[config.mk]
export PLATFORM = sky130hd
export DESIGN_NAME = dmem_arbiter
export DESIGN_NICKNAME = d
export VERILOG_FILES = /design/src/rtl/dmem_arbiter.sv
export SDC_FILE = /design/constraint.sdc
export NUM_CORES = 1
export LEC_CHECK = 0
export CAP_MARGIN = 20
export CORE_AREA = 2 2 142 144
export CTS_CLUSTER_SIZE = 8
export DETAILED_ROUTE_END_ITERATION = 7
export DIE_AREA = 0 0 144 146
export PLACE_DENSITY = 0.69
export SETUP_SLACK_MARGIN = 0.3
export SYNTH_ARGS = -nofsm -noshare
export SYNTH_HDL_FRONTEND = slang
export SYNTH_SLANG_ARGS = --single-unit
[constraint.sdc]
create_clock -name clk -period 2.97 [get_ports clk]
set_input_delay 0.891 -clock clk [delete_from_list [all_inputs] [get_ports clk]]
set_output_delay 0.891 -clock clk [all_outputs]
set_load 0.01 [all_outputs]
[src/rtl/dmem_arbiter.sv]
// Two-requester round-robin arbiter and sequencer for a single-port, word-addressed data memory.
// One request is accepted in IDLE, the memory is driven for one ACCESS cycle, and the response is registered.
module dmem_arbiter #(
    parameter int unsigned MEM_BYTES = 65536
) (
    input  logic        clk,
    input  logic        rst_n,
    input  logic        m0_valid,
    input  logic        m0_we,
    input  logic [31:0] m0_addr,
    input  logic [31:0] m0_wdata,
    output logic        m0_ready,
    output logic        m0_rvalid,
    output logic [31:0] m0_rdata,
    output logic        m0_err,
    input  logic        m1_valid,
    input  logic        m1_we,
    input  logic [31:0] m1_addr,
    input  logic [31:0] m1_wdata,
    output logic        m1_ready,
    output logic        m1_rvalid,
    output logic [31:0] m1_rdata,
    output logic        m1_err,
    output logic        mem_we,
    output logic [31:0] mem_a,
    output logic [31:0] mem_wd,
    input  logic [31:0] mem_rd
);
    localparam int unsigned AW = 32;
    localparam int unsigned DW = 32;
    localparam logic [AW-1:0] ADDR_MAX = AW'(MEM_BYTES - 4);

    typedef enum logic {
        IDLE   = 1'b0,
        ACCESS = 1'b1
    } state_t;

    state_t state;
    state_t next_state;

    logic          last_grant;
    logic          sel;
    logic          lat_we;
    logic          lat_err;
    logic          grant0;
    logic          grant1;
    logic          accept;
    logic          win;
    logic          win_we;
    logic          win_err;
    logic [AW-1:0] win_addr;
    logic [DW-1:0] win_wdata;
    logic [DW-1:0] resp_data;

    // State register
    always_ff @(posedge clk or negedge rst_n) begin
        if (!rst_n) begin
            state <= IDLE;
        end else begin
            state <= next_state;
        end
    end

    // Next state and grants; on a conflict the requester that did not win last time is served
    always_comb begin
        next_state = state;
        grant0     = 1'b0;
        grant1     = 1'b0;
        case (state)
            IDLE: begin
                grant0 = m0_valid && (!m1_valid || last_grant);
                grant1 = m1_valid && (!m0_valid || !last_grant);
                if (grant0 || grant1) begin
                    next_state = ACCESS;
                end
            end
            ACCESS:  next_state = IDLE;
            default: next_state = IDLE;
        endcase
    end

    assign m0_ready = grant0;
    assign m1_ready = grant1;
    assign accept   = grant0 | grant1;
    assign win      = grant1;

    assign win_we    = win ? m1_we    : m0_we;
    assign win_addr  = win ? m1_addr  : m0_addr;
    assign win_wdata = win ? m1_wdata : m0_wdata;
    assign win_err   = (win_addr[1:0] != 2'b00) || (win_addr > ADDR_MAX);

    // Request latch; mem_we is a flop so reset kills a pending write immediately
    always_ff @(posedge clk or negedge rst_n) begin
        if (!rst_n) begin
            last_grant <= 1'b1;
            sel        <= 1'b0;
            lat_we     <= 1'b0;
            lat_err    <= 1'b0;
            mem_we     <= 1'b0;
            mem_a      <= '0;
            mem_wd     <= '0;
        end else begin
            mem_we <= 1'b0;
            if (accept) begin
                last_grant <= win;
                sel        <= win;
                lat_we     <= win_we;
                lat_err    <= win_err;
                mem_we     <= win_we & ~win_err;
                mem_a      <= win_addr;
                mem_wd     <= win_wdata;
            end
        end
    end

    assign resp_data = (lat_we || lat_err) ? '0 : mem_rd;

    // Response registers, loaded at the end of ACCESS
    always_ff @(posedge clk or negedge rst_n) begin
        if (!rst_n) begin
            m0_rvalid <= 1'b0;
            m0_rdata  <= '0;
            m0_err    <= 1'b0;
            m1_rvalid <= 1'b0;
            m1_rdata  <= '0;
            m1_err    <= 1'b0;
        end else begin
            m0_rvalid <= 1'b0;
            m1_rvalid <= 1'b0;
            if (state == ACCESS) begin
                if (sel) begin
                    m1_rvalid <= 1'b1;
                    m1_rdata  <= resp_data;
                    m1_err    <= lat_err;
                end else begin
                    m0_rvalid <= 1'b1;
                    m0_rdata  <= resp_data;
                    m0_err    <= lat_err;
                end
            end
        end
    end

endmodule
# Word level (Yosys, flattened, before mapping)
# Cells that the tools add are included.
[word_totals]
word_cells = 46
ff_bits = 138
in_bits = 166
[classes]
reduce_logical = 13
bitwise_logic = 5
n_mux = 13
magnitude_cmp = 1
[op_table]
columns = ["cell", "n"]
rows = [
  ["2-to-1 mux 32 bit", 3],
  ["greater-than comparator 32 x 16 -> 1 bit, second input constant", 1],
  ["2-to-1 mux 1 bit", 9],
  ["logical OR 1 bit", 5],
  ["AND reduction 2 bit", 2],
  ["logical NOT 1 bit", 3],
  ["NOT 1 bit", 3],
  ["logical AND 1 bit", 2],
  ["one-hot mux 1 bit (2 select lines)", 1],
  ["nonzero test 2 bit", 1],
  ["AND 1 bit", 1],
  ["OR 1 bit", 1],
]

# Depth between registers and ports, before layout
[logic_depth]
ltp_word = 10
depth_mapped = 8

# Least setup slack after synthesis
# No wires, ideal clock.
[synth_path]
path_kind = "input-to-output"
start = "in m1_valid"
end = "out m1_ready"
t_required_ns = 2.079
arrival_ns = 1.466
path_slack_ns = 0.613
n_path_buf = 2
stages = 5
cell_sequence = "nand2b_1 -> a21o_1 -> buf_6 -> clkinv_2 -> buf_2"
[synth_via]
elab_chain_len = 2
[synth_lines]
columns = ["item", "line", "source"]
rows = [
  ["start: declaration", "16", "input logic m1_valid,"],
  ["logical AND 1 bit", "72", "grant1 = m1_valid && (!m0_valid || !last_grant);"],
  ["2-to-1 mux 1 bit", "69", "case (state)"],
  ["end: declaration", "20", "output logic m1_ready,"],
]
# No other way between the ends.

# Worst setup path after layout
[layout_path]
start = "in m1_valid"
end = "out m0_ready"
[layout_via]
elab_chain_len = 4
[layout_lines]
columns = ["item", "line", "source"]
rows = [
  ["logical NOT 1 bit", "71", "grant0 = m0_valid && (!m1_valid || last_grant);"],
  ["logical OR 1 bit", "71", ""],
  ["logical AND 1 bit", "71", ""],
  ["2-to-1 mux 1 bit", "69", ""],
  ["end: declaration", "12", "output logic m0_ready,"],
]
# No other way between the ends.

==> results.sh <==
export IMPL_status="finished clean"
export IMPL_num_io_pins=301
export IMPL_fmax_mhz=388
export IMPL_coreArea_mm2=0.0193
export IMPL_nFillCells=1873
export IMPL_critPathLaunchType="primary input"
export IMPL_ys_ff_latch=138
export IMPL_synth_top_area_share_pct=59.8
export IMPL_synth_xor_area_share_pct=0
export IMPL_cts_buffer_depth=2
export IMPL_synth_distinct_cells=24
export IMPL_grt_pass1_vias=5434
export IMPL_placed_cell_area_mm2=0.00899
export IMPL_gr_usage_all_layers_pct=17.7
export IMPL_synth_main_ff_cell="dfrtp_1"
export IMPL_ant_nets=0
export IMPL_ys_top_cells_by_area="dfrtp_1 (60%), nand2_1 (15%), a31oi_1 (7.1%)"
export IMPL_hold_violations=0
export IMPL_tns_ps=0
export IMPL_dieArea_mm2=0.0210
export IMPL_die_height_um=146
export IMPL_setup_viol=0
export IMPL_drt_wl_total_um=18300
export IMPL_design_area_mm2=0.00956
export IMPL_dr_total_vias=5511
export IMPL_antenna_found_initial=0
export IMPL_htreeDepth=4
export IMPL_worst_pin_slew_ps=787
export IMPL_slew_headroom_pct=47.5
export IMPL_syn_instance_count=644
export IMPL_die_w_um=144
export IMPL_insertion_delay_ps=410
export IMPL_yosys_area_share_simple_pct=21.5
export IMPL_drt_iter0_markers=154
export IMPL_first_pass_iters=4
export IMPL_cts_root_buf="clkbuf_16"
export IMPL_rsz0062_at_grt="false"
export IMPL_drive_above_1_share_pct=6.15
export IMPL_ys_top_cells_by_count="nand2_1 (231), dfrtp_1 (137), nor2_1 (69)"
export IMPL_mappedNetlistNets=810
export IMPL_rows=51
export IMPL_yosysWarnings=0
export IMPL_cts_hold_fix_buffers=0
export IMPL_wire_per_inst_um=15.1
export IMPL_seq_area_frac_synth_pct=60.2
export IMPL_fin_crit_sh_pct=86.7
export IMPL_leakage_nw=3.94
export IMPL_start_util_pct=29.7
export IMPL_grtUsageMet2_pct=28.7
export IMPL_avgSynthCellArea_um2=8.90
export IMPL_fin_crit_ps=2580
export IMPL_numCtsBuffers=17
export IMPL_portBuffers=300
export IMPL_multi_input_area_mm2=0.00204
export IMPL_reg2regPathDepth=6
export IMPL_fin_nets=1097
export IMPL_rr_endpoint="mem_we"
export IMPL_dpl_hpwl_um=13400
export IMPL_slew_violations=0
export IMPL_async_flop_share_pct=100
export IMPL_worstHoldPathType="in -> async"
export IMPL_dp_slack_ps=-326
export IMPL_synthAdderAreaFrac_pct=0
export IMPL_synth_area_leader_cell="dfrtp_1"
export IMPL_synth_top_family_by_area="simple AND/OR/NAND/NOR gates"
export IMPL_ff_latch_area_mm2=0.00345
export IMPL_top_usage_layer="met2"
export IMPL_critPathMaxFanout=2
export IMPL_fin_worst_skew_ps=9.74
export IMPL_cts_tree="done"
export IMPL_netlist_area_mm2=0.00573
export IMPL_fin_ws_ps=394
export IMPL_crit_arrival_ps=1680
export IMPL_clock_sinks=138
export IMPL_synth_edf_count=0
export IMPL_r2r_start="state"
export IMPL_grt_pass1_wl_um=28800
export IMPL_gr_total_overflow=0
export IMPL_remaining_drc_errors=0
export IMPL_synth_mux_area_share_pct=0.393
export IMPL_post_route_util_pct=49.4
export IMPL_vias_per_cell=4.56
export IMPL_crit_type="in -> out"
export IMPL_grt_met1_usage_pct=21.2
export IMPL_setup_worst_path_end="m0_ready"
export IMPL_crit_start="m1_valid"
export IMPL_use_met3_pct=7.14
export IMPL_end_kind="output pin"
export IMPL_worst_ep_required_time_ps=2080
export IMPL_rrSetupSlack_ps=940
export IMPL_synth_most_common_cell="nand2_1"
export IMPL_grt_max_degree=70
export IMPL_ir_drop_v=0.000364
export IMPL_area_growth_pct=66.7
export IMPL_antenna_cells=0
export IMPL_cts_setup_buffers=0
export IMPL_maxCapViolCount=0
export IMPL_gp_congestion=0.779
export IMPL_power_density_mw_per_mm2=588
export IMPL_synth_compound_area_share_pct=13.5
export IMPL_path_clk_slew_ps=60
[sequential cells by signal, summed over array words and instances (netlist names)]
register,flops
m1_err,1
lat_err,1
sel,1
last_grant,1
mem_we,1
m0_rdata,32
state,1
m0_err,1
mem_a,32
m0_rvalid,1
lat_we,1
m1_rvalid,1
mem_wd,32
m1_rdata,32
[per-stage QoR]
| stage | hold slack, ps | power, W | instances |
|---|---|---|---|
| floorplan | 471 | 0.00278 | 644 |
| global placement | 461 | 0.00358 | 1177 |
| detailed placement | 469 | 0.00360 | 1177 |
| CTS | 419 | 0.00572 | 1208 |
| global route | 434 | 0.00592 | 1208 |
| finish | 418 | 0.00562 | 1208 |
[kinds of logic after synthesis]
family / Yosys count
muxes: 2
DFF: 138
buffers and inverters: 52
AOI/OAI and AO/OA: 135
and+or+nand+nor: 317
[layout by cell type, fill, tap and decap left out, types with 8 or more instances in the layout]
cell and count:
clkdlybuf4s50_1 295, nand2_1 229, dfrtp_1 137, nor2_1 68
o21ai_0 66, a31oi_1 65, clkbuf_16 17, buf_4 12
nor4_1 8
[worst max-delay path, cell delays in order]
cell	delay, ps
dlygate4sd2_1	260
buf_4	140
a21oi_2	140
clkdlybuf4s15_2	240
[routing by layer]
layer / share of wire (%) / routed length, µm
met1: 41 / 7580
met2: 47 / 8530
met3: 10 / 1880
met4: 1.7 / 306
met5: 0 / 0
[final cells by class]
cell class              instances  share of cell area [%]
flip-flops and latches        138                    36.1
repair buffers                314                    32.7
multi-input cells             454                    21.4
clock buffers                  18                    4.49
well taps                     265                    3.47
clock inverters                13                    1.51
inverters                       6                   0.275
[report_power, final]
part / internal (W) / switching (W) / total [W]
combinational: 0.000693 / 0.000642 / 0.00133
clock: 0.00124 / 0.000838 / 0.00208
sequential: 0.00209 / 0.000115 / 0.00221
[worst min-delay path by stage]
stage                              end  slack, ps  cells after the start         start
after floorplan             last_grant        470                      2    last_grant
after global placement    m0_rdata[20]        460                      2  m0_rdata[20]
after detailed placement   m0_rdata[2]        470                      2   m0_rdata[2]
after CTS                 m1_rdata[24]        420                      1         rst_n
after global routing       m1_rdata[2]        430                      1         rst_n
final                     m0_rdata[31]        420                      1         rst_n
[timing repair]
item	CTS	global route
endpoints found under the setup margin	2	0
hold endpoints to repair	0	0
resized for setup	10	0
Note: power is estimated with default switching activity, not from simulation.
